<file path="src/rtl/icache_pkg.sv">
// Shared sizes, FSM state type and word-select helper for the instruction cache.
package icache_pkg;

    localparam int TAG_W      = 3;
    localparam int INDEX_W    = 3;
    localparam int OFFSET_W   = 4;
    localparam int BLOCK_W    = 128;
    localparam int LINES      = 8;
    localparam int ADDR_W     = TAG_W + INDEX_W + OFFSET_W;
    localparam int WORD_W     = 32;
    localparam int WORD_SEL_W = OFFSET_W - 2;
    localparam int MEM_ADDR_W = TAG_W + INDEX_W;

    typedef enum logic [1:0] {
        IDLE,
        MEM_READ,
        UPDATE
    } state_t;

    function automatic logic [WORD_W-1:0] select_word(
        input logic [BLOCK_W-1:0]    blk,
        input logic [WORD_SEL_W-1:0] word
    );
        return blk[WORD_W*word +: WORD_W];
    endfunction

endpackage

</file>
<file path="src/rtl/icache_if.sv">
// CPU-side fetch signals and memory-side block handshake of the instruction cache.
interface icache_if;
    import icache_pkg::*;

    logic                  read;
    logic [ADDR_W-1:0]     address;
    logic [WORD_W-1:0]     instruction;
    logic                  busywait;
    logic                  mem_read;
    logic [MEM_ADDR_W-1:0] mem_address;
    logic [BLOCK_W-1:0]    mem_readinst;
    logic                  mem_busywait;

    // The cache itself.
    modport slave (
        input  read,
        input  address,
        output instruction,
        output busywait,
        output mem_read,
        output mem_address,
        input  mem_readinst,
        input  mem_busywait
    );

    // The surrounding CPU and instruction memory.
    modport master (
        output read,
        output address,
        input  instruction,
        input  busywait,
        input  mem_read,
        input  mem_address,
        output mem_readinst,
        output mem_busywait
    );

endinterface

</file>
<file path="src/rtl/icache_store.sv">
// Valid/tag/data line storage: combinational read port, clocked write port, valid clear on reset.
module icache_store
    import icache_pkg::*;
(
    input  logic               clock,
    input  logic               reset,
    input  logic [INDEX_W-1:0] rd_index,
    output logic               rd_valid,
    output logic [TAG_W-1:0]   rd_tag,
    output logic [BLOCK_W-1:0] rd_data,
    input  logic               wr_en,
    input  logic [INDEX_W-1:0] wr_index,
    input  logic [TAG_W-1:0]   wr_tag,
    input  logic [BLOCK_W-1:0] wr_data
);

    logic [LINES-1:0]   valid_reg;
    logic [TAG_W-1:0]   tag_mem  [LINES];
    logic [BLOCK_W-1:0] data_mem [LINES];
    logic [LINES-1:0]   line_wr;

    genvar gi;
    generate
        for (gi = 0; gi < LINES; gi++) begin : g_line_sel
            assign line_wr[gi] = wr_en && (wr_index == INDEX_W'(gi));
        end
    endgenerate

    // Reset wins over a fill landing on the same edge, so no line can come out of reset valid.
    always_ff @(posedge clock) begin
        if (!reset) begin
            valid_reg <= '0;
        end else begin
            valid_reg <= valid_reg | line_wr;
        end
    end

    always_ff @(posedge clock) begin
        if (reset && wr_en) begin
            tag_mem[wr_index]  <= wr_tag;
            data_mem[wr_index] <= wr_data;
        end
    end

    assign rd_valid = valid_reg[rd_index];
    assign rd_tag   = tag_mem[rd_index];
    assign rd_data  = data_mem[rd_index];

endmodule

</file>
<file path="src/rtl/icache.sv">
// Direct-mapped instruction cache: hit compare plus the IDLE/MEM_READ/UPDATE miss FSM.
module icache
    import icache_pkg::*;
(
    input  logic  clock,
    input  logic  reset,
    icache_if.slave bus
);

    logic [TAG_W-1:0]      tag;
    logic [INDEX_W-1:0]    index;
    logic [WORD_SEL_W-1:0] word;

    logic                  line_valid;
    logic [TAG_W-1:0]      line_tag;
    logic [BLOCK_W-1:0]    line_data;
    logic                  hit;

    state_t                state_reg, state_next;
    logic [MEM_ADDR_W-1:0] miss_addr_reg, miss_addr_next;
    logic                  busywait_next;
    logic                  mem_read_next;
    logic                  fill;

    assign tag   = bus.address[ADDR_W-1 -: TAG_W];
    assign index = bus.address[OFFSET_W +: INDEX_W];
    assign word  = bus.address[2 +: WORD_SEL_W];

    icache_store u_store (
        .clock    (clock),
        .reset    (reset),
        .rd_index (index),
        .rd_valid (line_valid),
        .rd_tag   (line_tag),
        .rd_data  (line_data),
        .wr_en    (fill),
        .wr_index (miss_addr_reg[INDEX_W-1:0]),
        .wr_tag   (miss_addr_reg[MEM_ADDR_W-1 -: TAG_W]),
        .wr_data  (bus.mem_readinst)
    );

    assign hit = line_valid && (line_tag == tag);

    always_ff @(posedge clock) begin
        if (!reset) begin
            state_reg     <= IDLE;
            miss_addr_reg <= '0;
        end else begin
            state_reg     <= state_next;
            miss_addr_reg <= miss_addr_next;
        end
    end

    always_comb begin
        state_next     = state_reg;
        miss_addr_next = miss_addr_reg;
        busywait_next  = 1'b1;
        mem_read_next  = 1'b0;
        fill           = 1'b0;
        case (state_reg)
            IDLE: begin
                busywait_next = bus.read && !hit;
                if (bus.read && !hit) begin
                    miss_addr_next = {tag, index};
                    state_next     = MEM_READ;
                end
            end
            MEM_READ: begin
                mem_read_next = 1'b1;
                if (!bus.mem_busywait) begin
                    fill       = 1'b1;
                    state_next = UPDATE;
                end
            end
            // One idle-handshake cycle so memory sees mem_read low before any new request.
            UPDATE: begin
                state_next = IDLE;
            end
            default: begin
                state_next = IDLE;
            end
        endcase
    end

    assign bus.busywait    = busywait_next;
    assign bus.mem_read    = mem_read_next;
    assign bus.mem_address = miss_addr_reg;
    assign bus.instruction = select_word(line_data, word);

endmodule

</file>
<file path="src/flat_wrapper.sv">
// flat-port wrapper written by rule: the top's interface ports become plain ports
module icache_flat import icache_pkg::*;
  (clock, reset, bus_read, bus_address, bus_instruction, bus_busywait, bus_mem_read, bus_mem_address, bus_mem_readinst, bus_mem_busywait);
  icache_if bus_i ();
  input  logic clock;
  input  logic reset;
  input wire logic [$bits(bus_i.read)-1:0] bus_read;
  input wire logic [$bits(bus_i.address)-1:0] bus_address;
  output wire logic [$bits(bus_i.instruction)-1:0] bus_instruction;
  output wire logic [$bits(bus_i.busywait)-1:0] bus_busywait;
  output wire logic [$bits(bus_i.mem_read)-1:0] bus_mem_read;
  output wire logic [$bits(bus_i.mem_address)-1:0] bus_mem_address;
  input wire logic [$bits(bus_i.mem_readinst)-1:0] bus_mem_readinst;
  input wire logic [$bits(bus_i.mem_busywait)-1:0] bus_mem_busywait;
  assign bus_i.read = bus_read;
  assign bus_i.address = bus_address;
  assign bus_instruction = bus_i.instruction;
  assign bus_busywait = bus_i.busywait;
  assign bus_mem_read = bus_i.mem_read;
  assign bus_mem_address = bus_i.mem_address;
  assign bus_i.mem_readinst = bus_mem_readinst;
  assign bus_i.mem_busywait = bus_mem_busywait;
  icache u_core (.clock(clock), .reset(reset), .bus(bus_i));
endmodule
</file>
<file path="config.mk">
export PLATFORM = sky130hd
export DESIGN_NAME = icache_flat
export DESIGN_NICKNAME = d
export VERILOG_FILES = /design/src/rtl/icache_pkg.sv /design/src/rtl/icache_if.sv /design/src/rtl/icache_store.sv /design/src/rtl/icache.sv /design/src/flat_wrapper.sv
export SDC_FILE = /design/constraint.sdc
export NUM_CORES = 1
export LEC_CHECK = 0
export CORE_ASPECT_RATIO = 0.6
export CORE_MARGIN = 2
export CORE_UTILIZATION = 65
export DETAILED_ROUTE_END_ITERATION = 10
export GPL_ROUTABILITY_DRIVEN = 0
export PLACE_DENSITY = 0.84
export SYNTH_ARGS = -nofsm -noshare
export SYNTH_HDL_FRONTEND = slang
export SYNTH_HIERARCHICAL = 1
export SYNTH_SLANG_ARGS = --single-unit
</file>
<file path="constraint.sdc">
create_clock -name clock -period 32.6 [get_ports clock]
set_input_delay 8.15 -clock clock [delete_from_list [all_inputs] [get_ports clock]]
set_output_delay 8.15 -clock clock [all_outputs]
set_load 0.01 [all_outputs]
</file>
* Word-level counts from Yosys, hierarchy flattened
Memory sizes are Yosys's and may differ from the RTL's.
Cells that the tools add are included.
** Word-level totals
- Bits in registers :: 16
- RAM bits :: 1048
- Output and inout port bits :: 40
- Memories :: 2
** Memories
- u_core.u_store.data_mem :: words 8, bits a word 128, read ports 1, clocked after Yosys merged registers in 0, wr ports 1, RTL line icache_store.sv:19 : logic [BLOCK_W-1:0] data_mem [LINES];
- u_core.u_store.tag_mem :: words 8, bits a word 3, read ports 1, clocked after Yosys merged registers in 0, wr ports 1, RTL line icache_store.sv:18 : logic [TAG_W-1:0] tag_mem [LINES];
** Operators by class
- Order comparisons :: 1
- Eq/ne operators :: 11
- Shifts and indexed selects :: 1
- Muxes and demuxes :: 11
- Bitwise gates (word level) :: 1
- Reductions and logical operators :: 16
** Operators by type and width (count)
- indexed part select 128 x 8 -> 32 bit :: 1
- == test 3 bit, second input constant :: 4
- logical AND 1 bit :: 11
- bitwise OR 8 bit :: 1
- 2-to-1 mux 1 bit :: 7
- == test 3 x 2 -> 1 bit, second input constant :: 2
- less-than comparator 3 x 4 -> 1 bit, second input constant :: 1
- 2-to-1 mux 2 bit :: 2
- one-hot mux 2 bit (2 select lines) :: 1
- AND reduction 2 bit :: 2
- binary-select mux 1 bit (select 3 bit) :: 1
- == test 3 x 1 -> 1 bit, second input constant :: 1
- == test 3 bit :: 1
- logical NOT 3 bit :: 1
- == test 2 x 1 -> 1 bit, second input constant :: 1
- logical NOT 2 bit :: 1
- inequality test 2 x 1 -> 1 bit, second input constant :: 1
- inequality test 2 bit, second input constant :: 1
- logical NOT 1 bit :: 1

* Depth between registers and ports, before layout
Gate-level depths: netlist of the first run.
- Depth after elaboration :: 7
- Depth in mapped cells :: 8

* Hierarchy
Netlist of the first run, hierarchy kept.
** By module, submodules not included
- icache_store :: instances 1, cells each 1556, area each 40291.1 µm²
- icache :: instances 1, cells each 78, area each 1149.9 µm²

* Worst setup path before layout of the first run
No wires, ideal clock.
- Kind :: input -> register
- From :: input port reset
- To :: memory u_core.u_store.data_mem[0][0] (enable)
- Arrival :: 17.530 ns
- Required time :: 31.819 ns
- Setup slack :: 14.289 ns
- Cell stages on the path :: 3
- Buffers on the path :: 1
- Path through :: clkbuf_1 nand3b_1 nor3_1
** On the way
- Word-level cells in the longest chain between the ends :: 3
** RTL lines
- from (decl) :: RTL line flat_wrapper.sv:6 : input logic reset;
- logical AND 1 bit :: RTL line icache_store.sv:39 : if (reset && wr_en) begin
- 2-to-1 mux 1 bit :: RTL line icache_store.sv:39
- 2-to-1 mux 1 bit (implied by the code) :: RTL line icache_store.sv:41 : data_mem[wr_index] <= wr_data;
- to (decl) :: RTL line icache_store.sv:19
Every way passes these cells.

* Final worst setup path of the first run
- From :: input port bus_address[4]
- To :: output port bus_instruction[3]
** On the way
- Word-level cells in the longest chain between the ends :: 2
** RTL lines
- from (decl) :: RTL line flat_wrapper.sv:8 : input wire logic [$bits(bus_i.address)-1:0] bus_address;
- memory (8 x 128 bit)
- via u_core.line_data[99] :: RTL line icache.sv:16 : logic [BLOCK_W-1:0] line_data;
- indexed part select 128 x 8 -> 32 bit :: RTL line icache_pkg.sv:24 : return blk[WORD_W*word +: WORD_W];
- to (decl) :: RTL line flat_wrapper.sv:9 : output wire logic [$bits(bus_i.instruction)-1:0] bus_instruction;
The timed path passes the listed nets, and every way through them passes these cells.

==> results of run 1 <==
==> cell usage after synthesis <==
cell      instances  share of area (%)
a211o_1           1              0.021
a41oi_4           1              0.066
and2_1            2              0.030
buf_1            10              0.091
buf_12            3               0.14
buf_2            12               0.14
buf_4             3              0.054
buf_6            13               0.35
buf_8            14               0.51
clkbuf_1         28               0.25
dfxtp_1          16               0.77
edfxtp_1       1048                 76
mux2_2          132                3.6
mux2i_1           6               0.14
mux4_1          131                8.3
mux4_2          165                9.0
nand2_1          21               0.19
nand2b_1          2              0.030
nand3_1           1              0.012
nand3b_1          1              0.018
nand4_1           1              0.015
nor2_1            6              0.054
nor2b_1           1              0.015
nor2b_2           1              0.021
nor3_1            2              0.024
o21a_1            1              0.018
o21ai_0           6              0.072
o31ai_1           2              0.036
or3b_4            1              0.027
xnor2_1           2              0.042
xnor2_2           1              0.039
==> path summary, 6_finish.rpt <==
check | startpoint | to | slack (ps) | cells past startpoint
worst max-delay path | bus_address[4] | bus_instruction[3] | 11090 | 8
worst min-delay path | u_core/u_store/valid_reg[0]$_SDFF_PN0_ | u_core/u_store/valid_reg[0]$_SDFF_PN0_ | 470 | 2
worst max register to register | u_core/state_reg[0]$_SDFFE_PN0P_ | u_core/u_store/data_mem[2][29]$_DFFE_PP_ | 28290 | 6
worst min register to register | u_core/u_store/valid_reg[0]$_SDFF_PN0_ | u_core/u_store/valid_reg[0]$_SDFF_PN0_ | 470 | 2
==> stage by stage <==
| stage | setup WS (ps) | area (µm²) |
|---|---|---|
| finish | 11090 | 46800 |
| global route | 10730 | 46800 |
| CTS | 10940 | 46800 |
| detailed placement | 11030 | 43900 |
| global placement | 11000 | 43900 |
| floorplan | 14290 | 41400 |
==> worst reg2reg max path, delay by kind of cell, from the launching register on <==
family,cells,cell delay (ps)
buffers and inverters,2,1960
and+or+nand+nor,4,1600
DFF,1,350
==> kinds of logic after synthesis <==
family,share of synthesized area (%)
flip-flops,76.7
multiplexers,21.0
buffers and inverters,1.55
AND/OR/NAND/NOR,0.438
AO/OA/AOI/OAI,0.214
XOR/XNOR,0.0815
==> per-layer routing <==
layer | global-route usage [%] | wire length [µm] | vias up
met3 | 6.95 | 7350 | 147
met4 | 6.59 | 1720 | 14
li1 | - | - | 7620
met1 | 37.5 | 33700 | 9816
met2 | 43.6 | 43400 | 872
met5 | 0 | 75 | -
==> power by group through the flow <==
stage          clock [mW]  sequential (mW)  combinational [mW]
4_1_cts              1.07             1.51               0.146
3_3_place_gp            0             1.54               0.138
5_1_grt              1.11             1.51               0.154
3_5_place_dp            0             1.54               0.143
2_1_floorplan           0             1.54              0.0829
6_report             1.05             1.51               0.145
==> final cells by class <==
class                   instances  area (µm²)  area share [%]
repair buffers                198        2010            4.30
clock inverters                45         459           0.982
flip-flops and latches       1064       31800            68.0
clock buffers                 113        2380            5.09
well taps                     839        1050            2.24
diodes                          9        22.5          0.0481
multi-input cells             487        9060            19.4
==> impl_metrics.csv, run 1 <==
group,metric,value,unit
timing,hold_violations,0,
floorplanning,ioPinCount,182,
pwr,internal_power,2.17,mW
cells_and_area,final_cells,2755,
worst_setup_path,path_cells,"buf_8 > buf_4 > buf_4 > buf_4 > mux4_1 > mux2_2 > mux4_2 > clkdlybuf4s50_1",
timing,tns,0,ps
cells_and_area,finish.net_count,1982,
clock_network,clk_path_buf_depth,3,
cells_and_area,final_cell_mix,"1048 x edfxtp_1, 174 x clkdlybuf4s50_1, 165 x mux4_2",
pwr,p_leak,14.8,nW
timing,tightest_slew,1130,ps
floorplanning,fp.dieW,330,µm
status,status,"finished clean",
timing,max_clock_freq,46.5,MHz
clock_network,insertion_delay,650,ps
worst_setup_path,cp-end-kind,"output port",
logic_synthesis,synth_area,41400,µm²
timing,setup_viol,0,
routing,postRouteAntennaNets,0,
cells_and_area,largest_reg_flops,1024,
logic_synthesis,yosysWarnings,6,
clock_network,clock-sinks,1064,
floorplanning,design.die.area,65900,µm²
worst_setup_path,cp_top_family,"buffers and inverters",
pwr,power_frac_seq,55.8,%
logic_synthesis,synth-seq-cells,1064,
clock_network,ctsResizeCount,0,
cells_and_area,post-route-util,74.5,%
clock_network,cts_setup_buffers,0,
timing,relSlewSlack,24.6,%
cells_and_area,final_common_cell,"edfxtp_1",
pwr,vdd_ir_drop_max,0.0391,mV
cells_and_area,fillCellCount,3106,
routing,drtPass1Iterations,7,
logic_synthesis,syn_inst,1634,
routing,via_per_inst,6.70,
floorplanning,fp.dieH,200,µm
timing,finalCriticalPeriod,21510,ps
worst_setup_path,cp.required,24450,ps
timing,finalCritPeriodShare,66.0,%
routing,vias,18500,
clock_network,cts_tree,"done",
logic_synthesis,ys_types,31,
global_routing,grt_pass1_wl,126000,µm
clock_network,cts_buffers,89,
routing,drc,0,
job,cap_viol_max_count,0,
worst_setup_path,cp_slowest_cell,"buf_4",
clock_network,cts-root-buf,"clkbuf_16",
timing,slew_viol_final,0,
place,io_buffers,179,
pwr,switching_share,20.0,%
clock_network,postCtsHoldBufs,0,
worst_setup_path,crit_top_cell,"buf_4",
routing,wire_per_inst,31.3,µm
global_routing,grt_usage,26.9,%
cells_and_area,layout-drive-gt1-share,23.9,%
timing,timing.hold.ws,469,ps
worst_setup_path,cp_max_fo,70,
pwr,totalPowerFinal,2.71,mW
place,dp_hpwl,40000,µm
pwr,switchingPower,541,µW
pwr,power.density,57.9,nW/µm²
global_routing,overflow,0,
floorplanning,core_area,62800,µm²
floorplanning,initial_core_util,66.0,%
worst_setup_path,slowest_delay,920,ps
clock_network,htree_num_levels,3,
pwr,clkPwrFrac,38.8,%
place,dp_cells,2588,
pwr,power_frac_comb,5.4,%
timing,grt_setup_unrepaired,"false",
logic_synthesis,yosysSeqAreaShare,76.7,%
worst_hold_path,holdCritPathClass,"reg2reg",
worst_setup_path,worst-path-buf-inv,5,
global_routing,grt_start_max_net_pins,132,
cells_and_area,syn2layout_area_growth,12.9,%
worst_setup_path,crit_type,"in2out",
routing,routed_wl,86200,µm
clock_network,cts.reportedPaths.clkPinSlew,70,ps
global_routing,first_global_vias,19200,
worst_setup_path,worstPathArrival,13360,ps
worst_setup_path,startpoint_type,"input pin",
logic_synthesis,syn_avg_cell_area,25.4,µm²
routing,drt_iter0_drc,1973,
logic_synthesis,syn-num-nets,1776,
floorplanning,num_rows,71,
timing,fin_skew,14.7,ps
global_routing,antenna_found_initial,13,
No activity file was read; power rests on OpenSTA's default activity.
==> run 2: changes to the inputs <==
--- a/config.mk
+++ b/config.mk
@@ -7,10 +7,10 @@
 export LEC_CHECK = 0
 export CORE_ASPECT_RATIO = 0.6
 export CORE_MARGIN = 2
-export CORE_UTILIZATION = 65
+export CORE_UTILIZATION = 54
 export DETAILED_ROUTE_END_ITERATION = 10
 export GPL_ROUTABILITY_DRIVEN = 0
-export PLACE_DENSITY = 0.84
+export PLACE_DENSITY = 0.74
 export SYNTH_ARGS = -nofsm -noshare
 export SYNTH_HDL_FRONTEND = slang
 export SYNTH_HIERARCHICAL = 1
==> constraint.sdc (replaced) <==
create_clock -name clock -period 18.9 [get_ports clock]
set_input_delay 4.725 -clock clock [delete_from_list [all_inputs] [get_ports clock]]
set_output_delay 4.725 -clock clock [all_outputs]
set_load 0.01 [all_outputs]
==> run 2 against run 1 <==
Against the previous run: die area up 20%; sequential share of layout area down 0.49 points; register-to-register slack worse by 13000 ps; largest cell class unchanged; worst hold slack worse by 1.6 ps; non-clock buffer count unchanged; total power up 74%.
==> impl_metrics.csv, run 2 (synthesized netlist as in run 1, its figures left out) <==
group,metric,value,unit
status,status,"finished clean",
worst_setup_path,r2r_setup_slack,15150,ps
pwr,clkPwrFrac,39.3,%
pwr,power.density,99.8,nW/µm²
worst_hold_path,hold_end,"u_core/u_store/valid_reg[6]$_SDFF_PN0_",
clock_network,cts_buffers,94,
pwr,internal_power,3.78,mW
worst_setup_path,crit_type,"in2out",
worst_hold_path,holdCritPathClass,"reg2reg",
worst_setup_path,cp_max_fo,87,
timing,slew_viol_final,0,
pwr,vdd_ir_drop_max,0.0650,mV
routing,wire_per_inst,27.3,µm
worst_setup_path,reg2reg_to,"u_core/u_store/data_mem[2][25]$_DFFE_PP_",
floorplanning,num_rows,78,
timing,finalCritPeriodShare,69.5,%
routing,drt_iter0_drc,1691,
clock_network,insertion_delay,640,ps
global_routing,grt_usage,20.5,%
clock_network,htree_num_levels,3,
timing,tns,0,ps
cells_and_area,finish.net_count,1987,
worst_setup_path,ff2ff_path_depth,6,
timing,worst_slack,5770,ps
floorplanning,initial_core_util,54.7,%
worst_setup_path,cp_top_family,"buffers and inverters",
clock_network,ctsResizeCount,0,
timing,fin_skew,20.9,ps
floorplanning,ioPinCount,182,
clock_network,cts_tree,"done",
global_routing,overflow,0,
worst_setup_path,slowest_delay,940,ps
clock_network,cts-root-buf,"clkbuf_16",
routing,postRouteAntennaNets,0,
cells_and_area,layout-drive-gt1-share,24.1,%
timing,tightest_slew,1060,ps
floorplanning,design.die.area,79000,µm²
global_routing,antenna_found_initial,5,
clock_network,clk_path_buf_depth,3,
floorplanning,core_area,75700,µm²
cells_and_area,largest_reg_flops,1024,
pwr,switching_share,19.7,%
worst_setup_path,cp.required,14180,ps
routing,drc,0,
cells_and_area,final_cell_mix,"1048 x edfxtp_1, 174 x clkdlybuf4s50_1, 165 x mux4_2",
worst_setup_path,path_depth,6,
pwr,switchingPower,925,µW
timing,hold_violations,0,
clock_network,cts.reportedPaths.clkPinSlew,60,ps
pwr,power_frac_comb,5.2,%
timing,finalCriticalPeriod,13130,ps
worst_setup_path,worst-path-buf-inv,3,
worst_setup_path,cp-end-kind,"output port",
routing,routed_wl,80000,µm
routing,drtPass1Iterations,5,
global_routing,grt_start_max_net_pins,159,
place,placed_area,44100,µm²
routing,via_per_inst,6.12,
floorplanning,fp.dieH,219,µm
place,dp_hpwl,38600,µm
pwr,power_frac_seq,55.4,%
timing,relSlewSlack,29.0,%
worst_setup_path,reg2reg_from,"u_core/state_reg[0]$_SDFFE_PN0P_",
clock_network,postCtsHoldBufs,0,
global_routing,grt_pass1_wl,119000,µm
worst_setup_path,cp_slowest_cell,"buf_4",
cells_and_area,syn2layout_area_growth,13.7,%
worst_setup_path,startpoint_type,"input pin",
place,pre_cts_slack,5680,ps
routing,vias,17900,
job,cap_viol_max_count,0,
timing,timing.hold.ws,468,ps
clock_network,cts_setup_buffers,0,
timing,grt_setup_unrepaired,"false",
cells_and_area,final_common_cell,"edfxtp_1",
pwr,p_leak,14.9,nW
worst_hold_path,hold_start,"u_core/u_store/valid_reg[6]$_SDFF_PN0_",
cells_and_area,design_area,47100,µm²
worst_hold_path,hold_depth,2,
timing,max_clock_freq,76.1,MHz
clock_network,clock-sinks,1064,
cells_and_area,fillCellCount,4948,
worst_setup_path,path_cells,"buf_8 > buf_4 > mux4_1 > mux2_2 > mux4_2 > clkdlybuf4s50_1",
floorplanning,fp.dieW,362,µm
worst_setup_path,worstPathArrival,8410,ps
pwr,totalPowerFinal,4.70,mW
place,io_buffers,179,
global_routing,first_global_vias,18700,
timing,setup_viol,0,
[run 2: changes by cell type in the layout (fill, tap and decap cells not counted), sizes merged]
cell and delta:
diode -3, clkinvlp +1, bufinv -1, inv -1, clkinv +1, clkbuf +12
[run 2: final cells by class]
class | instances | area, µm² | area share [%]
multi-input combinational | 487 | 9060 | 19.2
timing repair buffer | 198 | 2030 | 4.30
clock buffer | 125 | 2550 | 5.42
antenna | 6 | 15.0 | 0.0319
sequential | 1064 | 31800 | 67.5
tap | 1000 | 1250 | 2.66
clock inverter | 45 | 414 | 0.879
[run 2: stage by stage]
step | util (%) | std cells
5_1_grt | 62.2 | 2919
6_report | 62.2 | 2925
3_3_place_gp | 58.3 | 2749
3_5_place_dp | 58.3 | 2749
4_1_cts | 62.2 | 2919
2_1_floorplan | - | 1634
[run 2: how the worst max path moves through the flow]
stage              startpoint                                 endpoint  slack, ps
3_5_place_dp   bus_address[4]                      bus_instruction[23]       5680
3_3_place_gp   bus_address[4]                      bus_instruction[23]       5690
6_report       bus_address[4]                      bus_instruction[23]       5770
2_1_floorplan           reset  u_core/u_store/data_mem[0][0]$_DFFE_PP_       4010
4_1_cts        bus_address[4]                      bus_instruction[23]       5670
5_1_grt        bus_address[4]                      bus_instruction[23]       5520
[run 2: routing by layer]
metal	track usage, %	up-vias	wire length [µm]
met2	32.6	475	38700
met5	0	-	20
li1	-	7624	-
met3	3.79	101	4300
met4	4.51	4	1210
met1	30.3	9684	35800
[run 2: worst min-delay path, delay by kind of cell, from the launching register on]
family | cells | cell delay, ps
AO/OA/AOI/OAI | 1 | 60
flip-flops | 1 | 330
AND/OR/NAND/NOR | 1 | 50
[run 2: power groups by stage]
stage	logic (mW)	registers, mW	clock network [mW]
floorplan	0.143	2.66	0
global placement	0.241	2.66	0
detailed placement	0.247	2.66	0
CTS	0.249	2.61	1.90
global route	0.262	2.61	1.99
finish	0.246	2.61	1.85
==> run 3: changes to the inputs <==
--- a/config.mk
+++ b/config.mk
@@ -7,10 +7,10 @@
 export LEC_CHECK = 0
 export CORE_ASPECT_RATIO = 0.6
 export CORE_MARGIN = 2
-export CORE_UTILIZATION = 54
+export CORE_UTILIZATION = 60
 export DETAILED_ROUTE_END_ITERATION = 10
 export GPL_ROUTABILITY_DRIVEN = 0
-export PLACE_DENSITY = 0.74
+export PLACE_DENSITY = 0.78
 export SYNTH_ARGS = -nofsm -noshare
 export SYNTH_HDL_FRONTEND = slang
 export SYNTH_HIERARCHICAL = 1
==> constraint.sdc (replaced) <==
create_clock -name clock -period 12.4 [get_ports clock]
set_input_delay 3.1 -clock clock [delete_from_list [all_inputs] [get_ports clock]]
set_output_delay 3.1 -clock clock [all_outputs]
set_load 0.01 [all_outputs]
==> run 3 against run 2 <==
Against the previous run: routed wire length grew 1.3%; first-iteration DRC count grew 4.9%; clock power grew 53%; final area is essentially flat; sequential power grew 52%; clock skew shrank 0.51 ps; total power grew 53%; utilization grew 6.9 points; critical path type unchanged; largest cell class unchanged; largest power group unchanged.
==> impl_metrics.csv, run 3 (synthesized netlist as in run 1, its figures left out) <==
group,metric,value,unit
timing,hold_violations,0,
cells_and_area,multi_input_area,9080,µm²
floorplanning,design.die.area,71300,µm²
worst_setup_path,cp.required,9300,ps
floorplanning,initial_core_util,60.8,%
floorplanning,fp.dieW,343,µm
cells_and_area,final_common_cell,"edfxtp_1",
timing,relSlewSlack,25.7,%
global_routing,grt_start_max_net_pins,132,
clock_network,cts_setup_buffers,0,
pwr,vdd_ir_drop_max,0.0939,mV
global_routing,overflow,0,
worst_hold_path,holdCritPathClass,"reg2reg",
clock_network,cts.reportedPaths.clkPinSlew,60,ps
clock_network,cts-root-buf,"clkbuf_16",
clock_network,cts_tree,"done",
routing,wire_per_inst,28.4,µm
cells_and_area,seq_area,31800,µm²
global_routing,grt_usage,23.2,%
timing,timing.hold.ws,471,ps
place,pre_cts_slack,2810,ps
timing,grt_setup_unrepaired,"false",
routing,routed_wl,81000,µm
worst_setup_path,crit_type,"in2out",
floorplanning,ioPinCount,182,
cells_and_area,final_cell_mix,"1048 x edfxtp_1, 174 x clkdlybuf4s50_1, 165 x mux4_2",
worst_setup_path,ff2ff_path_depth,5,
job,cap_viol_max_count,0,
cells_and_area,finish.net_count,1989,
clock_network,postCtsHoldBufs,0,
worst_setup_path,startpoint_type,"input pin",
global_routing,gr-usage-met2,35.8,%
place,dp_hpwl,39600,µm
clock_network,cts_buffers,93,
clock_network,insertion_delay,650,ps
cells_and_area,largest_reg_flops,1024,
timing,max_clock_freq,105,MHz
routing,vias,18100,
routing,postRouteAntennaNets,0,
pwr,power.density,152,nW/µm²
worst_setup_path,worstPathArrival,6440,ps
timing,fin_skew,20.4,ps
timing,finalCritPeriodShare,76.9,%
global_routing,first_global_vias,18800,
routing,drt_iter0_drc,1774,
global_routing,top_usage_layer,"met2",
routing,via_per_inst,6.35,
global_routing,grt_pass1_wl,121000,µm
pwr,p_leak,14.9,nW
worst_hold_path,hold_depth,2,
global_routing,antenna_found_initial,19,
clock_network,htree_num_levels,3,
timing,slew_viol_final,0,
timing,setup_viol,0,
status,status,"finished clean",
cells_and_area,syn2layout_area_growth,13.6,%
timing,tightest_slew,1110,ps
timing,finalCriticalPeriod,9540,ps
timing,tns,0,ps
global_routing,use_met3,5.37,%
cells_and_area,layout-drive-gt1-share,24.3,%
routing,drtPass1Iterations,5,
clock_network,clock-sinks,1064,
global_routing,gr-usage-met1,34.6,%
timing,worst_slack,2860,ps
routing,drc,0,
floorplanning,num_rows,74,
place,io_buffers,179,
cells_and_area,post-route-util,69.1,%
worst_setup_path,cp_max_fo,84,
worst_setup_path,cp-end-kind,"output port",
cells_and_area,fillCellCount,3956,
floorplanning,fp.dieH,208,µm
clock_network,ctsResizeCount,0,
clock_network,clk_path_buf_depth,3,
floorplanning,core_area,68100,µm²
[run 3: critical path, stage by stage]
cell             delay, ps
buf_8                  670
buf_4                  640
mux4_1                 630
mux2_2                 290
mux4_2                 520
clkdlybuf4s50_1        510
[run 3: layout make-up]
type                       instances  share of cell area, %
clock inverter                    66                   1.24
multi-input combinational        487                   19.3
clock buffer                     108                   5.06
timing repair buffer             201                   4.38
antenna                           12                 0.0638
tap                              912                   2.42
sequential                      1064                   67.5
[run 3: worst paths after layout]
check,to,from,slack [ps]
setup / recovery,bus_instruction[21],bus_address[4],2860
hold / removal,u_core/u_store/valid_reg[2]$_SDFF_PN0_,u_core/u_store/valid_reg[2]$_SDFF_PN0_,470
setup reg to reg,u_core/u_store/data_mem[3][42]$_DFFE_PP_,u_core/state_reg[0]$_SDFFE_PN0P_,8640
hold reg to reg,u_core/u_store/valid_reg[2]$_SDFF_PN0_,u_core/u_store/valid_reg[2]$_SDFF_PN0_,470
[run 3: layer usage]
layer / vias to the layer above / wire, µm / share of wire, %
met5: - / 126 / 0.16
met4: 20 / 1380 / 1.7
met3: 115 / 5750 / 7.1
met2: 640 / 39200 / 48
met1: 9701 / 34600 / 43
li1: 7628 / - / -
[run 3: metrics by stage]
stage	total power [mW]	instances	area, µm²
after floorplan	4.27	1634	41500
after global placement	4.42	2664	44100
after detailed placement	4.43	2664	44100
after CTS	7.23	2838	47000
after global routing	7.38	2842	47100
final	7.18	2850	47100
[run 3: power breakdown]
part,internal (mW),total (mW),leakage (nW),switching (mW)
clock network,1.56,2.83,1.45,1.27
registers,3.97,3.97,9.55,0.00758
logic,0.198,0.377,3.91,0.179
total,5.72,7.18,14.9,1.45
